==> config.mk <==
export PLATFORM = sky130hd
export DESIGN_NAME = digitizer_core
export DESIGN_NICKNAME = d
export VERILOG_FILES = /design/src/rtl/digitizer_pkg.sv /design/src/rtl/digitizer_axil_regs.sv /design/src/rtl/digitizer_core.sv
export SDC_FILE = /design/constraint.sdc
export NUM_CORES = 1
export LEC_CHECK = 0
export CORE_MARGIN = 8
export CORE_UTILIZATION = 28
export DETAILED_ROUTE_END_ITERATION = 8
export PLACE_DENSITY = 0.51
export SLEW_MARGIN = 10
export SYNTH_ARGS = -nofsm -noshare
export SYNTH_HDL_FRONTEND = slang
export SYNTH_HIERARCHICAL = 1
export SYNTH_SLANG_ARGS = --single-unit
export TNS_END_PERCENT = 1
==> constraint.sdc <==
create_clock -name clk -period 4.2 [get_ports clk]
set_clock_uncertainty 0.1 [all_clocks]
set_input_delay 0.84 -clock clk [delete_from_list [all_inputs] [get_ports clk]]
set_output_delay 0.84 -clock clk [all_outputs]
set_load 0.005 [all_outputs]
==> src/rtl/digitizer_pkg.sv <==
// Shared constants for the digitizer core: register map, bit positions and FSM states.
package digitizer_pkg;

    localparam int unsigned DATA_W   = 32;
    localparam int unsigned ADDR_W   = 4;
    localparam int unsigned SAMPLE_W = 16;
    localparam int unsigned CNT_W    = 30;

    localparam logic [ADDR_W-1:0] REG_CTRL    = 4'h0;
    localparam logic [ADDR_W-1:0] REG_STATUS  = 4'h4;
    localparam logic [ADDR_W-1:0] REG_SIZE    = 4'h8;
    localparam logic [ADDR_W-1:0] REG_SAMPLES = 4'hC;

    localparam int unsigned CTRL_START  = 0;
    localparam int unsigned CTRL_TEST   = 1;
    localparam int unsigned STAT_BUSY   = 0;
    localparam int unsigned STAT_DONE   = 1;
    localparam int unsigned STAT_OVF    = 2;

    localparam logic ST_IDLE = 1'b0;
    localparam logic ST_RUN  = 1'b1;

    // Registers are word aligned; the two low address bits never select anything.
    function automatic logic [ADDR_W-1:0] word_addr(input logic [ADDR_W-1:0] addr);
        return {addr[ADDR_W-1:2], 2'b00};
    endfunction

endpackage

==> src/rtl/digitizer_axil_regs.sv <==
// AXI4-Lite slave and register file; raises start_c on an accepted CTRL start write.
module digitizer_axil_regs
    import digitizer_pkg::*;
(
    input  logic                clk,
    input  logic                resetn,
    input  logic [ADDR_W-1:0]   s_axi_awaddr,
    input  logic                s_axi_awvalid,
    output logic                s_axi_awready,
    input  logic [DATA_W-1:0]   s_axi_wdata,
    input  logic [DATA_W/8-1:0] s_axi_wstrb,
    input  logic                s_axi_wvalid,
    output logic                s_axi_wready,
    output logic [1:0]          s_axi_bresp,
    output logic                s_axi_bvalid,
    input  logic                s_axi_bready,
    input  logic [ADDR_W-1:0]   s_axi_araddr,
    input  logic                s_axi_arvalid,
    output logic                s_axi_arready,
    output logic [DATA_W-1:0]   s_axi_rdata,
    output logic [1:0]          s_axi_rresp,
    output logic                s_axi_rvalid,
    input  logic                s_axi_rready,
    input  logic                busy_i,
    input  logic                done_i,
    input  logic                overflow_i,
    input  logic [DATA_W-1:0]   samples_i,
    output logic [DATA_W-1:0]   size_o,
    output logic                start_c,
    output logic                start_test_c
);

    logic              aw_rdy_q, aw_rdy_d;
    logic              bvalid_q, bvalid_d;
    logic              ar_rdy_q, ar_rdy_d;
    logic              rvalid_q, rvalid_d;
    logic [DATA_W-1:0] rdata_q, rdata_d;
    logic [DATA_W-1:0] size_q, size_d;
    logic              test_q, test_d;
    logic              wr_hs, rd_hs;
    logic              unused_bits;

    assign unused_bits = ^{s_axi_wstrb, s_axi_awaddr[1:0], s_axi_araddr[1:0]};

    assign wr_hs        = aw_rdy_q && s_axi_awvalid && s_axi_wvalid;
    assign rd_hs        = ar_rdy_q && s_axi_arvalid;
    assign start_c      = wr_hs && (word_addr(s_axi_awaddr) == REG_CTRL)
                          && s_axi_wdata[CTRL_START] && !busy_i;
    assign start_test_c = s_axi_wdata[CTRL_TEST];

    // Handshake sequencing and register updates.
    always_comb begin
        aw_rdy_d = s_axi_awvalid && s_axi_wvalid && !aw_rdy_q && !bvalid_q;
        ar_rdy_d = s_axi_arvalid && !ar_rdy_q && !rvalid_q;
        bvalid_d = bvalid_q;
        rvalid_d = rvalid_q;
        rdata_d  = rdata_q;
        size_d   = size_q;
        test_d   = test_q;

        if (wr_hs) begin
            bvalid_d = 1'b1;
            if (word_addr(s_axi_awaddr) == REG_SIZE) begin
                size_d = {s_axi_wdata[DATA_W-1:2], 2'b00};
            end
            if (start_c) begin
                test_d = s_axi_wdata[CTRL_TEST];
            end
        end else if (s_axi_bready) begin
            bvalid_d = 1'b0;
        end

        if (rd_hs) begin
            rvalid_d = 1'b1;
            rdata_d  = '0;
            case (word_addr(s_axi_araddr))
                REG_CTRL:    rdata_d = DATA_W'({test_q, busy_i});
                REG_STATUS:  rdata_d = DATA_W'({overflow_i, done_i, busy_i});
                REG_SIZE:    rdata_d = size_q;
                REG_SAMPLES: rdata_d = samples_i;
                default:     rdata_d = '0;
            endcase
        end else if (s_axi_rready) begin
            rvalid_d = 1'b0;
        end
    end

    always_ff @(posedge clk or negedge resetn) begin
        if (!resetn) begin
            aw_rdy_q <= 1'b0;
            bvalid_q <= 1'b0;
            ar_rdy_q <= 1'b0;
            rvalid_q <= 1'b0;
            rdata_q  <= '0;
            size_q   <= '0;
            test_q   <= 1'b0;
        end else begin
            aw_rdy_q <= aw_rdy_d;
            bvalid_q <= bvalid_d;
            ar_rdy_q <= ar_rdy_d;
            rvalid_q <= rvalid_d;
            rdata_q  <= rdata_d;
            size_q   <= size_d;
            test_q   <= test_d;
        end
    end

    assign s_axi_awready = aw_rdy_q;
    assign s_axi_wready  = aw_rdy_q;
    assign s_axi_bvalid  = bvalid_q;
    assign s_axi_bresp   = 2'b00;
    assign s_axi_arready = ar_rdy_q;
    assign s_axi_rvalid  = rvalid_q;
    assign s_axi_rdata   = rdata_q;
    assign s_axi_rresp   = 2'b00;
    assign size_o        = size_q;

endmodule

==> src/rtl/digitizer_core.sv <==
// Digitizer capture core: packs ADC samples or a test ramp into AXI-Stream packets.
module digitizer_core
    import digitizer_pkg::*;
(
    input  logic                clk,
    input  logic                resetn,
    input  logic [SAMPLE_W-1:0] adc_data,
    input  logic                adc_valid,
    input  logic [ADDR_W-1:0]   s_axi_awaddr,
    input  logic                s_axi_awvalid,
    output logic                s_axi_awready,
    input  logic [DATA_W-1:0]   s_axi_wdata,
    input  logic [DATA_W/8-1:0] s_axi_wstrb,
    input  logic                s_axi_wvalid,
    output logic                s_axi_wready,
    output logic [1:0]          s_axi_bresp,
    output logic                s_axi_bvalid,
    input  logic                s_axi_bready,
    input  logic [ADDR_W-1:0]   s_axi_araddr,
    input  logic                s_axi_arvalid,
    output logic                s_axi_arready,
    output logic [DATA_W-1:0]   s_axi_rdata,
    output logic [1:0]          s_axi_rresp,
    output logic                s_axi_rvalid,
    input  logic                s_axi_rready,
    output logic [DATA_W-1:0]   m_axis_tdata,
    output logic                m_axis_tvalid,
    output logic                m_axis_tlast,
    input  logic                m_axis_tready,
    output logic                busy
);

    logic                state_q, state_d;
    logic                test_q, test_d;
    logic [CNT_W-1:0]    nbeats_q, nbeats_d;
    logic [CNT_W-1:0]    idx_q, idx_d;
    logic [DATA_W-1:0]   samples_q, samples_d;
    logic [SAMPLE_W-1:0] cnt_q, cnt_d;
    logic [SAMPLE_W-1:0] half_q, half_d;
    logic                have_half_q, have_half_d;
    logic                done_q, done_d;
    logic                ovf_q, ovf_d;
    logic [DATA_W-1:0]   tdata_q, tdata_d;
    logic                tvalid_q, tvalid_d;
    logic                tlast_q, tlast_d;

    logic [DATA_W-1:0]   size;
    logic                start_c, start_test_c;
    logic                accept, slot_free, more, is_last;
    logic                unused_size;

    digitizer_axil_regs u_regs (
        .clk           (clk),
        .resetn        (resetn),
        .s_axi_awaddr  (s_axi_awaddr),
        .s_axi_awvalid (s_axi_awvalid),
        .s_axi_awready (s_axi_awready),
        .s_axi_wdata   (s_axi_wdata),
        .s_axi_wstrb   (s_axi_wstrb),
        .s_axi_wvalid  (s_axi_wvalid),
        .s_axi_wready  (s_axi_wready),
        .s_axi_bresp   (s_axi_bresp),
        .s_axi_bvalid  (s_axi_bvalid),
        .s_axi_bready  (s_axi_bready),
        .s_axi_araddr  (s_axi_araddr),
        .s_axi_arvalid (s_axi_arvalid),
        .s_axi_arready (s_axi_arready),
        .s_axi_rdata   (s_axi_rdata),
        .s_axi_rresp   (s_axi_rresp),
        .s_axi_rvalid  (s_axi_rvalid),
        .s_axi_rready  (s_axi_rready),
        .busy_i        (busy),
        .done_i        (done_q),
        .overflow_i    (ovf_q),
        .samples_i     (samples_q),
        .size_o        (size),
        .start_c       (start_c),
        .start_test_c  (start_test_c)
    );

    assign unused_size = ^size[1:0];
    assign accept      = tvalid_q && m_axis_tready;
    assign slot_free   = !tvalid_q || accept;
    assign more        = idx_q < nbeats_q;
    assign is_last     = idx_q == CNT_W'(nbeats_q - CNT_W'(1));

    // Next-state logic: start handling, beat generation and stream handshake.
    always_comb begin
        state_d     = state_q;
        test_d      = test_q;
        nbeats_d    = nbeats_q;
        idx_d       = idx_q;
        samples_d   = samples_q;
        cnt_d       = cnt_q;
        half_d      = half_q;
        have_half_d = have_half_q;
        done_d      = done_q;
        ovf_d       = ovf_q;
        tdata_d     = tdata_q;
        tvalid_d    = tvalid_q;
        tlast_d     = tlast_q;

        case (state_q)
            ST_IDLE: begin
                if (start_c) begin
                    test_d      = start_test_c;
                    nbeats_d    = size[DATA_W-1:2];
                    idx_d       = '0;
                    samples_d   = '0;
                    cnt_d       = '0;
                    have_half_d = 1'b0;
                    done_d      = 1'b0;
                    ovf_d       = 1'b0;
                    if (size[DATA_W-1:2] == '0) begin
                        done_d = 1'b1;
                    end else begin
                        state_d = ST_RUN;
                        // Ramp mode offers its first beat straight away.
                        if (start_test_c) begin
                            tdata_d  = 32'h0001_0000;
                            tvalid_d = 1'b1;
                            tlast_d  = size[DATA_W-1:2] == CNT_W'(1);
                            cnt_d    = 16'd2;
                            idx_d    = CNT_W'(1);
                        end
                    end
                end
            end
            default: begin
                if (accept) begin
                    samples_d = samples_q + DATA_W'(1);
                    tvalid_d  = 1'b0;
                    if (tlast_q) begin
                        state_d = ST_IDLE;
                        done_d  = 1'b1;
                        tlast_d = 1'b0;
                    end
                end
                if (test_q) begin
                    if (slot_free && more) begin
                        tdata_d  = {16'(cnt_q + 16'd1), cnt_q};
                        tvalid_d = 1'b1;
                        tlast_d  = is_last;
                        cnt_d    = 16'(cnt_q + 16'd2);
                        idx_d    = CNT_W'(idx_q + CNT_W'(1));
                    end
                end else if (adc_valid) begin
                    // A stalled word cannot be replaced, so the new sample is lost.
                    if (!slot_free) begin
                        ovf_d = 1'b1;
                    end else if (!have_half_q) begin
                        half_d      = adc_data;
                        have_half_d = 1'b1;
                    end else begin
                        have_half_d = 1'b0;
                        if (more) begin
                            tdata_d  = {adc_data, half_q};
                            tvalid_d = 1'b1;
                            tlast_d  = is_last;
                            idx_d    = CNT_W'(idx_q + CNT_W'(1));
                        end
                    end
                end
            end
        endcase
    end

    always_ff @(posedge clk or negedge resetn) begin
        if (!resetn) begin
            state_q     <= ST_IDLE;
            test_q      <= 1'b0;
            nbeats_q    <= '0;
            idx_q       <= '0;
            samples_q   <= '0;
            cnt_q       <= '0;
            half_q      <= '0;
            have_half_q <= 1'b0;
            done_q      <= 1'b0;
            ovf_q       <= 1'b0;
            tdata_q     <= '0;
            tvalid_q    <= 1'b0;
            tlast_q     <= 1'b0;
        end else begin
            state_q     <= state_d;
            test_q      <= test_d;
            nbeats_q    <= nbeats_d;
            idx_q       <= idx_d;
            samples_q   <= samples_d;
            cnt_q       <= cnt_d;
            half_q      <= half_d;
            have_half_q <= have_half_d;
            done_q      <= done_d;
            ovf_q       <= ovf_d;
            tdata_q     <= tdata_d;
            tvalid_q    <= tvalid_d;
            tlast_q     <= tlast_d;
        end
    end

    assign m_axis_tdata  = tdata_q;
    assign m_axis_tvalid = tvalid_q;
    assign m_axis_tlast  = tlast_q;
    assign busy          = state_q == ST_RUN;

endmodule

Yosys cells after proc, flatten, opt, wreduce, memory -nomap -nowiden
Index checks and enable logic that the tools add are counted.
{ "classes": {"addsub": 5, "div": 0, "n_mux": 76, "bitwise": 3, "eq_ne": 20, "order_cmp": 1, "shifts": 0, "reduce_logical": 39, "mul": 0} }
{ "op_table": {"columns": ["op", "count"], "rows": [
  ["2-to-1 mux 32 bit", 13],
  ["2-to-1 mux 30 bit", 8],
  ["one-hot mux 32 bit (4 select lines)", 1],
  ["2-to-1 mux 16 bit", 4],
  ["2-to-1 mux 1 bit", 48],
  ["adder 32 x 1 -> 32 bit (second input constant)", 1],
  ["adder 30 x 1 -> 30 bit (second input constant)", 1],
  ["equality test 30 x 1 -> 1 bit (second input constant)", 1],
  ["equality test 30 bit", 1],
  ["logical NOT 30 bit", 1],
  ["< comparator 30 bit", 1],
  ["subtractor 30 x 1 -> 30 bit (second input constant)", 1],
  ["adder 16 x 1 -> 16 bit (second input constant)", 1],
  ["adder 16 x 2 -> 16 bit (second input constant)", 1],
  ["logical AND 1 bit", 13],
  ["inequality test 2 x 1 -> 1 bit (second input constant)", 5],
  ["inequality test 3 x 1 -> 1 bit (second input constant)", 3],
  ["AND reduction 3 bit", 3],
  ["inequality test 2 bit (second input constant)", 4],
  ["AND reduction 2 bit", 4],
  ["AND reduction 4 bit", 2],
  ["AND reduction 8 bit", 1],
  ["nonzero test 2 bit", 4],
  ["equality test 2 bit (second input constant)", 3],
  ["9 further kinds", 19]
]} }
{ "totals": {"mem_count": 0, "mem_bits_rw": 0, "latchBits": 0, "word_cells": 164, "in_bits": 69, "regBits": 230, "romBits": 0, "output_inout_bits": 76} }

Longest topological paths before layout
Gate-level depths: netlist (run 1).
{ "logic_depth": {"depth_word": 8, "ltp_mapped": 13, "depth_no_buf": 9} }

Hierarchy
The synthesis (run 1) kept the hierarchy.
{ "by_module_without_submodules": {"columns": ["mod", "area_per_inst_um2", "instances", "seq_area_each_um2", "cells_per_inst"], "rows": [
  ["digitizer_core", 9580.4, 1, 4053.9, 1053],
  ["digitizer_axil_regs", 2995.4, 1, 1676.6, 236]
]} }

Worst setup path after synthesis (run 1)
OpenSTA, ideal clock, no wires.
{ "synth_timing": {"path_kind": "input-to-reg", "from": "input s_axi_awaddr[2]", "to": "register samples_q[28]", "setup_ns": 0.132, "path_slack_ns": 1.262, "n_path_buf": 0, "arrival_ns": 2.706, "path_stages": 9, "required_ns": 3.968, "cell_sequence": "and4b_1 > and3_1 > nand2b_1 > a211oi_1 > nand3_1 > nor2_1 > nand4_1 > xor2_1 > nor2_1"} }
{ "synth_between": {"elab_chain_len": 6} }
{ "synth_rtl": {"columns": ["item", "line", "rtl"], "rows": [
  ["from (decl)", "digitizer_core.sv:9", "input logic [ADDR_W-1:0] s_axi_awaddr,"],
  ["logical NOT 2 bit", "digitizer_axil_regs.sv:47", "assign start_c = wr_hs && (word_addr(s_axi_awaddr) == REG_CTRL)"],
  ["logical AND 1 bit", "digitizer_axil_regs.sv:47", null],
  ["logical AND 1 bit (2 in series)", "digitizer_axil_regs.sv:48", "&& s_axi_wdata[CTRL_START] && !busy_i;"],
  ["net start_c", "digitizer_core.sv:48", "logic start_c, start_test_c;"],
  ["nonzero test 2 bit (no line)", null, null],
  ["AND reduction 2 bit (no line)", null, null],
  ["to (signal assigned)", "digitizer_core.sv:188", "samples_q <= samples_d;"],
  ["to (decl)", "digitizer_core.sv:37", "logic [DATA_W-1:0] samples_q, samples_d;"]
]} }
The timed path passes the listed nets, and every way through them passes these cells.
A chain may end at the register's enable or synchronous reset.

Final worst setup path (run 1)
{ "layout_timing": {"from": "register nbeats_q[27]", "to": "register tdata_q[16], in the netlist m_axis_tdata[16]"} }
{ "layout_between": {"elab_chain_len": 4, "elab_cells_between_ends": 5, "cone_classes": "order compare: 1; eq/ne: 2; reduce/logical: 2"} }
{ "layout_rtl": {"columns": ["item", "line", "rtl"], "rows": [
  ["from (decl)", "digitizer_core.sv:35", "logic [CNT_W-1:0] nbeats_q, nbeats_d;"],
  ["from (signal assigned)", "digitizer_core.sv:186", "nbeats_q <= nbeats_d;"],
  ["< comparator 30 bit (*)", "digitizer_core.sv:84", "assign more = idx_q < nbeats_q;"],
  ["logical AND 1 bit", "digitizer_core.sv:140", "if (slot_free && more) begin"],
  ["inequality test 3 x 2 -> 1 bit (no line)", null, null],
  ["AND reduction 8 bit (no line) (*)", null, null],
  ["to (signal assigned)", "digitizer_core.sv:194", "tdata_q <= tdata_d;"],
  ["to (decl)", "digitizer_core.sv:43", "logic [DATA_W-1:0] tdata_q, tdata_d;"]
]} }
Every way passes the cells marked *; elsewhere a longest branch is shown, timed or not.

==> summary.txt, run 1 <==
Run status
  • Status: completed

Clock tree
  • Htree depth: 1
  • Cts hold-fix bufs: 0
  • CTS sink cnt: 229
  • CTS tree: yes
  • Clock transition at path regs: 0.06 ns
  • Root buffer cell: clkbuf_16
  • Post-CTS setup buffers: 0
  • Post_cts resized: 0
  • Inserted Clock Buffers: 28
  • Longest Clk Path Bufs: 3
  • Clk_lat worst skew: 0.55 ns

Power and ir drop
  • Static Leak: 6.84 nW
  • Cell area power density: 450 mW/mm²
  • Power consumption: 7.00 mW
  • VDD IR max: slightly above 0.0003 V

Die
  • Die ar.: approximately 0.052 mm²
  • Core area: 0.0442 mm²
  • Initial Utilization: 0.284
  • I/O Pins: 145
  • Die Y-Extent: between 200 and 250 µm
  • Die Wd: 228 µm
  • Row cnt: 77

Global routing
  • Number of global-route vias before repair: 10100
  • Initial antenna violation count: 0
  • Total gr overflow: 0
  • Gr usage total: 0.141
  • First-pass GRT wire length: 59900 µm
  • Largest net degree at the start of global routing: 88

Worst setup path
  • R2R depth: 10
  • Crit Path Category: reg -> reg
  • R2R Setup Slk: 0.72 ns
  • Critical Path RT: around 4.5 ns
  • Startpoint Class: register
  • Reg-to-Reg End: m_axis_tdata[16]
  • CP Capture Type: register
  • Worst-path maximum fanout: 32
  • Arrival time worst endpoint: 3.80 ns
  • Worst r2r src: nbeats_q[27]

Timing
  • Final Worst Setup Slack: 0.724 ns
  • Fin. Hold Viols: 0
  • Setup_tns: 0 ns
  • Final-report max-slew violation count: 0
  • Slew margin rel.: 0.334
  • Final Setup Violations: 0
  • Slew @ Worst Pin: roughly 1 ns
  • Max Fclk: around 290 MHz
  • Tmin final: roughly 3.5 ns
  • Final Cycle Share: 0.828
  • Setup repair after global routing missed its margin: no

Route
  • 1st-pass router iterations: 6
  • Drt via density: 5.04
  • Vias: about 10000
  • Final wirelength: between 30000 and 40000 µm
  • DRT antenna net count: 0
  • WL/cell: 18.8 µm
  • DRC errors left: 0
  • 1st-iter DRT viols: 721

Run
  • MaxCap Viol Count: 0

Cells and area
  • P&R area growth vs syn: 23.9%
  • Nets@finish: 1515
  • Layout cells sized above 1: 0.127
  • Antenna cells: 0

Logic synthesis
  • Synth Instances: 1287
  • Yosys warning count: 6
  • Netlist Area Pre-Place: about 0.013 mm²
  • Synthesized area per cell: 9.76 µm²

Place
  • PortBufs: 132
  • DP Wirelength: 27600 µm
  • RD Place Congestion: 0.846
  • Setup slack at placement: 0.294 ns

Worst hold path
  • Min-Delay Path Class: in -> async
[per-layer routing]
layer,up-vias,part of all wire,GRT usage
li1,4868,-,-
met1,5044,0.47,0.191
met2,231,0.47,0.233
met3,56,0.046,0.0246
met4,0,0.021,0.0329
met5,-,0,0
[flip-flops by register name, summed over array words and instances (netlist names), 15 cells and up]
register	count
u_regs/s_axi_rdata	32
u_regs/size_o	30
cnt_q	15
idx_q	30
half_q	16
nbeats_q	30
samples_q	32
m_axis_tdata	32
[worst max path at each step]
stage / start / end / slack (ns) / cells after the start
finish: nbeats_q[27] / m_axis_tdata[16] / 0.72 / 10
global route: nbeats_q[27] / m_axis_tdata[16] / 0.57 / 10
CTS: nbeats_q[27] / m_axis_tdata[16] / 0.70 / 10
detailed placement: s_axi_awvalid / samples_q[28] / 0.29 / 11
global placement: s_axi_awvalid / samples_q[31] / 0.37 / 10
floorplan: s_axi_awaddr[2] / samples_q[28] / 1.26 / 9
[critical path, stage by stage (launching register included)]
cell and delay [ns]:
dfrtp_1 0.46, inv_1 0.09, ha_1 0.32, nand4_1 0.16, nor4_1 0.12, a222oi_1 0.64, nand2_1 0.24, or4_1 0.44
buf_4 0.24, or4_1 0.42, o311a_1 0.12
[stage by stage]
stage               utilization  area [µm²]  hold WS (ns)  cells
global route              0.352       15600         0.208   2025
detailed placement        0.331       14600         0.353   1974
floorplan                     -       12600         0.349   1290
finish                    0.352       15600         0.145   2025
global placement          0.331       14600         0.345   1974
CTS                       0.352       15600         0.233   2025
[layout by cell type, fill, tap and decap left out, drive strengths merged, types with 3 or more instances in the layout]
master and n:
dfrtp 229, nand2 132, clkdlybuf4s50 130, o21ai 115, nor2 88, mux2 80
a21oi 67, inv 50, xnor2 48, clkbuf 43, nand3 40, a31oi 39
mux2i 38, buf 36, ha 34, nand4 31, nor3 30, xor2 29
nor4 26, and4 17, and3 14, nand2b 11, a31o 9, and2 8
a21o 7, or3 7, nor3b 6, a41o 4, o211ai 4, or4 4
a211oi 4, conb 4, nor2b 4, nor4b 3, a211o 3, clkinv 3
[report_power, final]
group	internal [mW]	switching [mW]	total, mW
clock network	1.51	0.970	2.48
logic	0.808	0.734	1.54
registers	2.57	0.408	2.98
[final cells by class]
cell class	count	area (µm²)
multi-input cells	939	6340
clock inverters	8	100
flip-flops and latches	229	5730
well taps	592	741
repair buffers	166	1630
clock buffers	43	848
inverters	48	180
fillers	4461	28700
Note: power is estimated with default switching activity, not from simulation.
==> run 2: changes to the inputs <==
==> constraint.sdc (replaced) <==
create_clock -name clk -period 3.46 [get_ports clk]
set_clock_uncertainty 0.1 [all_clocks]
set_input_delay 0.692 -clock clk [delete_from_list [all_inputs] [get_ports clk]]
set_output_delay 0.692 -clock clk [all_outputs]
set_load 0.005 [all_outputs]
==> run 2 against run 1 <==
- die area is the same
- critical path depth did not move
- flip-flop and latch count did not move
- setup slack got worse by 0.54 ns
- final area is 2.7% higher
- non-clock buffer count up 50
- clock power rose by 19%
- total power increased by 22%
- worst hold slack lost 0.13 ns
- largest cell class unchanged
- highest routed layer is now met5
==> summary.txt, run 2 (synthesis gave the netlist of run 1 again) <==
Die
  • Die ar.: 0.0519 mm² (unchanged)
  • Row cnt: 77 (unchanged)
  • Die Y-Extent: 228 µm (unchanged)
  • Initial Utilization: 0.284 (unchanged)
  • Die Wd: 228 µm (unchanged)
  • I/O Pins: 145 (unchanged)
  • Core area: 0.0442 mm² (unchanged)

Global routing
  • Gr usage total: 0.147 (+0.00575)
  • Total gr overflow: 0 (unchanged)
  • Initial antenna violation count: 1 (+1)
  • Number of global-route vias before repair: 10400 (+2.1%)
  • Largest net degree at the start of global routing: 74 (-16%)
  • First-pass GRT wire length: 61900 µm (+3.2%)

Timing
  • Final Cycle Share: 0.948 (+0.120)
  • Max Fclk: 305 MHz (+6.0%)
  • Final Setup Violations: 0 (unchanged)
  • Fin. Hold Viols: 0 (unchanged)
  • Final-report max-slew violation count: 0 (unchanged)
  • Slew @ Worst Pin: 0.993 ns (-0.00646 ns)
  • Slew margin rel.: 0.338 (+0.00431)
  • Setup_tns: 0 ns (unchanged)
  • Min Hold Slack: 0.0182 ns (-0.127 ns)
  • Tmin final: 3.28 ns (-0.196 ns)
  • Setup repair after global routing missed its margin: no
  • Final Worst Setup Slack: 0.180 ns (-0.544 ns)

Clock tree
  • Htree depth: 1 (unchanged)
  • Clk_lat worst skew: 0.55 ns (about the same)
  • CTS tree: yes
  • Inserted Clock Buffers: 27 (-3.6%)
  • CTS sink cnt: 229 (unchanged)
  • Post-CTS setup buffers: 0 (unchanged)
  • Cts hold-fix bufs: 0 (unchanged)
  • Post_cts resized: 0 (unchanged)
  • Clock transition at path regs: 0.06 ns (about the same)
  • Longest Clk Path Bufs: 3 (unchanged)
  • Root buffer cell: clkbuf_16

Route
  • DRT antenna net count: 0 (unchanged)
  • 1st-iter DRT viols: 688 (-4.6%)
  • Final wirelength: 38900 µm (+2.2%)
  • DRC errors left: 0 (unchanged)
  • WL/cell: 18.8 µm (-0.22%)
  • Vias: 10300 (+1.3%)
  • Drt via density: 4.98 (-1.1%)
  • 1st-pass router iterations: 7 (+1)

Cells and area
  • Commonest non-fill, non-tap cell in the layout: dfrtp_1
  • Nets@finish: 1564 (+3.2%)
  • Fillers: 4436 (-0.56%)
  • Commonest non-fill, non-tap cells in the layout: 224 x dfrtp_1, 131 x nand2_1, 130 x clkdlybuf4s50_1
  • Layout cells sized above 1: 0.163 (+0.0356)
  • Antenna cells: 0 (unchanged)
  • P&R area growth vs syn: 27.3%
  • FF/Latch Area: 0.00574 mm² (about the same)
  • Multi-input gate area: 0.00635 mm² (+0.16%)

Worst setup path
  • Reg-to-Reg End: m_axis_tdata[5]
  • R2R depth: 10 (unchanged)
  • CP peak stage delay: 0.60 ns (-0.04 ns)
  • Startpoint Class: register
  • Worst-path maximum fanout: 25 (-22%)
  • Top delay family on crit path: compound AO/OA/AOI/OAI gates
  • Crit path cell chain: inv_1 -> ha_1 -> a41oi_1 -> a21oi_1 -> o311a_4 -> buf_4 -> or4_1 -> buf_4 -> o21ai_0 -> a21oi_1
  • Arrival time worst endpoint: 3.60 ns (-0.20 ns)
  • R2R Setup Slk: 0.18 ns (-0.54 ns)
  • Crit Path Category: reg -> reg
  • CP max stage cell: or4_1
  • CP Capture Type: register
  • Worst r2r src: nbeats_q[9]
  • Critical path buffers and inverters: 3 (+1)
  • Critical Path RT: 3.78 ns (-0.75 ns)

Worst hold path
  • Min-Delay Path Class: in -> async

Place
  • DP Wirelength: 28600 µm (+3.6%)
  • PortBufs: 132 (unchanged)
  • RD Place Congestion: 0.872 (+3.1%)
  • Setup slack at placement: 0.0443 ns (-0.250 ns)

Power and ir drop
  • Cell area power density: 536 mW/mm² (+19%)
  • Power consumption: 8.57 mW (+22%)
  • VDD IR max: 0.000384 V (+24%)
  • Static Leak: 7.09 nW (+3.6%)

Run
  • MaxCap Viol Count: 0 (unchanged)

Run status
  • Status: completed
==> run 2: report_power, final <==
group / internal, mW / total (mW) / leakage, nW / switching [mW]
registers: 3.12 / 3.56 / 2.97 / 0.434
logic: 1.07 / 2.06 / 3.67 / 0.988
clock network: 1.77 / 2.96 / 0.454 / 1.19
total: 5.96 / 8.57 / 7.09 / 2.61
==> run 2: how the worst max path moves through the flow <==
stage	start	endpoint	slack, ns	depth (start not counted)
final	nbeats_q[9]	m_axis_tdata[5]	0.18	10
after global routing	nbeats_q[1]	m_axis_tdata[21]	0.03	11
after CTS	nbeats_q[24]	cnt_q[13]	0.08	11
after detailed placement	s_axi_awvalid	samples_q[31]	0.04	11
after global placement	s_axi_awvalid	samples_q[31]	0.08	11
after floorplan	nbeats_q[5]	m_axis_tdata[16]	0.53	10
==> run 2: layer usage <==
metal,vias to the layer above,routed length [µm],GRT usage
met2,226,18200,0.240
li1,4961,-,-
met5,-,13,0
met3,59,1680,0.0238
met1,5088,18100,0.199
met4,2,949,0.0390
==> run 2: final cells by class <==
type,instances,area share
inverter,48,0.0113
sequential,229,0.359
multi-input combinational,939,0.397
clock buffer,34,0.0470
tap,592,0.0463
timing repair buffer,216,0.128
clock inverter,16,0.0109
==> run 2: per-stage QoR <==
step,instance area [µm²],utilization,std cells
global placement,15000,0.340,2024
global route,16000,0.361,2074
detailed placement,15000,0.340,2024
floorplan,12600,-,1290
CTS,16000,0.361,2074
finish,16000,0.361,2074
==> edit, RTL diff (flow settings as in run 2) <==
`tdata_q` no longer has a reset.
--- a/src/rtl/digitizer_core.sv
+++ b/src/rtl/digitizer_core.sv
@@ -178,5 +178,4 @@
             done_q      <= 1'b0;
             ovf_q       <= 1'b0;
-            tdata_q     <= '0;
             tvalid_q    <= 1'b0;
             tlast_q     <= 1'b0;
@@ -192,5 +191,4 @@
             done_q      <= done_d;
             ovf_q       <= ovf_d;
-            tdata_q     <= tdata_d;
             tvalid_q    <= tvalid_d;
             tlast_q     <= tlast_d;
@@ -198,4 +196,8 @@
     end
 
+    always_ff @(posedge clk) begin
+        tdata_q <= tdata_d;
+    end
+
     assign m_axis_tdata  = tdata_q;
     assign m_axis_tvalid = tvalid_q;
Formal check against the unedited RTL: no difference found for any inputs over 4 cycles, from zero or initial values and one cycle with resetn low; that may be too few to reach the edited logic, so the function may still have changed.
==> edit against run 2 <==
Global-route usage decreased by 1.1 points. Design area down 3.6%. Via count is 7.2% lower. Routed wire length decreased by 11%. Count of clock-buffer cells in the layout grew 3. Power is 7.8% lower. Largest cell class is now registers. Critical path depth down 1. Area after synthesis shrank 3.2%. Worst setup slack got worse by 29 ps. Sequential cell count unchanged.
==> edit: results (changes against run 2) <==
| Metric | Value |
|---|---|
| Diode count | 0 (unchanged) |
| Met1 Track Usage GR | 17.7% (was 19.9%) |
| Worst Path Max Fanout | 5 (was 25) |
| Num Clock Sinks | 229 (unchanged) |
| Largest net degree at the start of global routing | 76 (was 74) |
| Clock network area share | 6.13% (was 5.79%) |
| FF+latch area | 5890 µm² (was 5740 µm²) |
| Via density | 4.86 (was 4.98) |
| Non-clock buffering overhead | 11.8% (was 12.8%) |
| Leak Pwr | 6.68 nW (was 7.09 nW) |
| Post-CTS setup repair buffer count | 0 (unchanged) |
| WL final | 34.6 mm (was 38.9 mm) |
| Worst Hold Class | in2async (unchanged) |
| Vias in the first global route | 9,577 (was 10,400) |
| Switching power | 0.00219 W (was 0.00261 W) |
| Critical path arrival | 3620 ps (was 3600 ps) |
| Clock buffer count | 37 (was 34) |
| Non-clk bufs | 188 (was 216) |
| #MultiIn Comb | 884 (was 939) |
| CP max-delay cell | or4_2 (was or4_1) |
| Worst slew margin | 38.4% (was 33.8%) |
| Top Metal Used | met5 (unchanged) |
| Latest clock arrival within the worst-skew pair | 550 ps (about the same) |
| CP top delay family | simple AND/OR/NAND/NOR gates (was compound AO/OA/AOI/OAI gates) |
| Crit path largest cell delay | 620 ps (was 600 ps) |
| Met2 Use GR | 22.6% (was 24.0%) |
| Fin nets | 1,474 (was 1,564) |
| Metal3 WL | 1.70 mm (was 1.68 mm) |
| Maximum VDD drop | 376 µV (was 384 µV) |
| PwrDens | 513 nW/µm² (was 536 nW/µm²) |
| Yosys warning count | 6 (unchanged) |
| First-pass GRT wire length | 55.3 mm (was 61.9 mm) |
| Fill count | 4,355 (was 4,436) |
| Placed cell areas | 14,400 µm² (was 15,000 µm²) |
| Max clock buf depth | 3 (unchanged) |
| Post-cts resize count | 0 (unchanged) |
| Fmax | 302 MHz (was 305 MHz) |
| Combinational gate power | 0.00140 W (was 0.00206 W) |
| Multi-input gate share of total cell area | 38.1% (was 39.7%) |
| GP Congestion | 0.832 (was 0.872) |
| DR iter-0 viols | 649 (was 688) |
| Initial antenna violation count | 3 (was 1) |
| Layout cells sized above 1 | 12.7% (was 16.3%) |
| Post-detail-place hpwl | 25.6 mm (was 28.6 mm) |
| Outcome | finished clean (unchanged) |
| Clock transition at path regs | 60 ps (about the same) |
| Htree depth | 1 (unchanged) |
| Met3 usage | 2.88% (was 2.38%) |
| Seq pwr | 0.00347 W (was 0.00356 W) |
| Wire length on met1 | 15.6 mm (was 18.1 mm) |
| Port Buf Inserts | 132 (unchanged) |
| GRT Util Overall | 13.5% (was 14.7%) |
| TritonCTS buffer count | 27 (unchanged) |
| Area of the core | 43,000 µm² (was 44,200 µm²) |
| Met2 Routed Length | 16.5 mm (was 18.2 mm) |
| DR pass1 iterations | 4 (was 7) |
| Inverters | 41 (was 48) |
==> edit: worst paths after layout <==
check | slack (ps) | startpoint | cells past startpoint | end
max in group asynchronous | 2380 | resetn | 2 | samples_q[13]$_DFFE_PN0P_
min in group clk | 350 | u_regs/s_axi_rvalid$_DFFE_PN0P_ | 1 | u_regs/s_axi_arready$_DFF_PN0_
setup reg to reg | 150 | nbeats_q[1]$_DFFE_PN0P_ | 9 | m_axis_tlast$_DFFE_PN0P_
setup / recovery | 150 | nbeats_q[1]$_DFFE_PN0P_ | 9 | m_axis_tlast$_DFFE_PN0P_
hold / removal | 70 | resetn | 1 | half_q[12]$_DFFE_PN0P_
hold reg to reg | 350 | u_regs/s_axi_rvalid$_DFFE_PN0P_ | 1 | u_regs/s_axi_arready$_DFF_PN0_
==> edit: metrics by stage <==
stage               power (W)  instances  setup slack [ps]
finish                0.00790       1975               151
global route          0.00831       1975              6.73
CTS                   0.00801       1975              24.6
detailed placement    0.00492       1927              72.2
global placement      0.00488       1927              89.0
floorplan             0.00425       1216              63.4
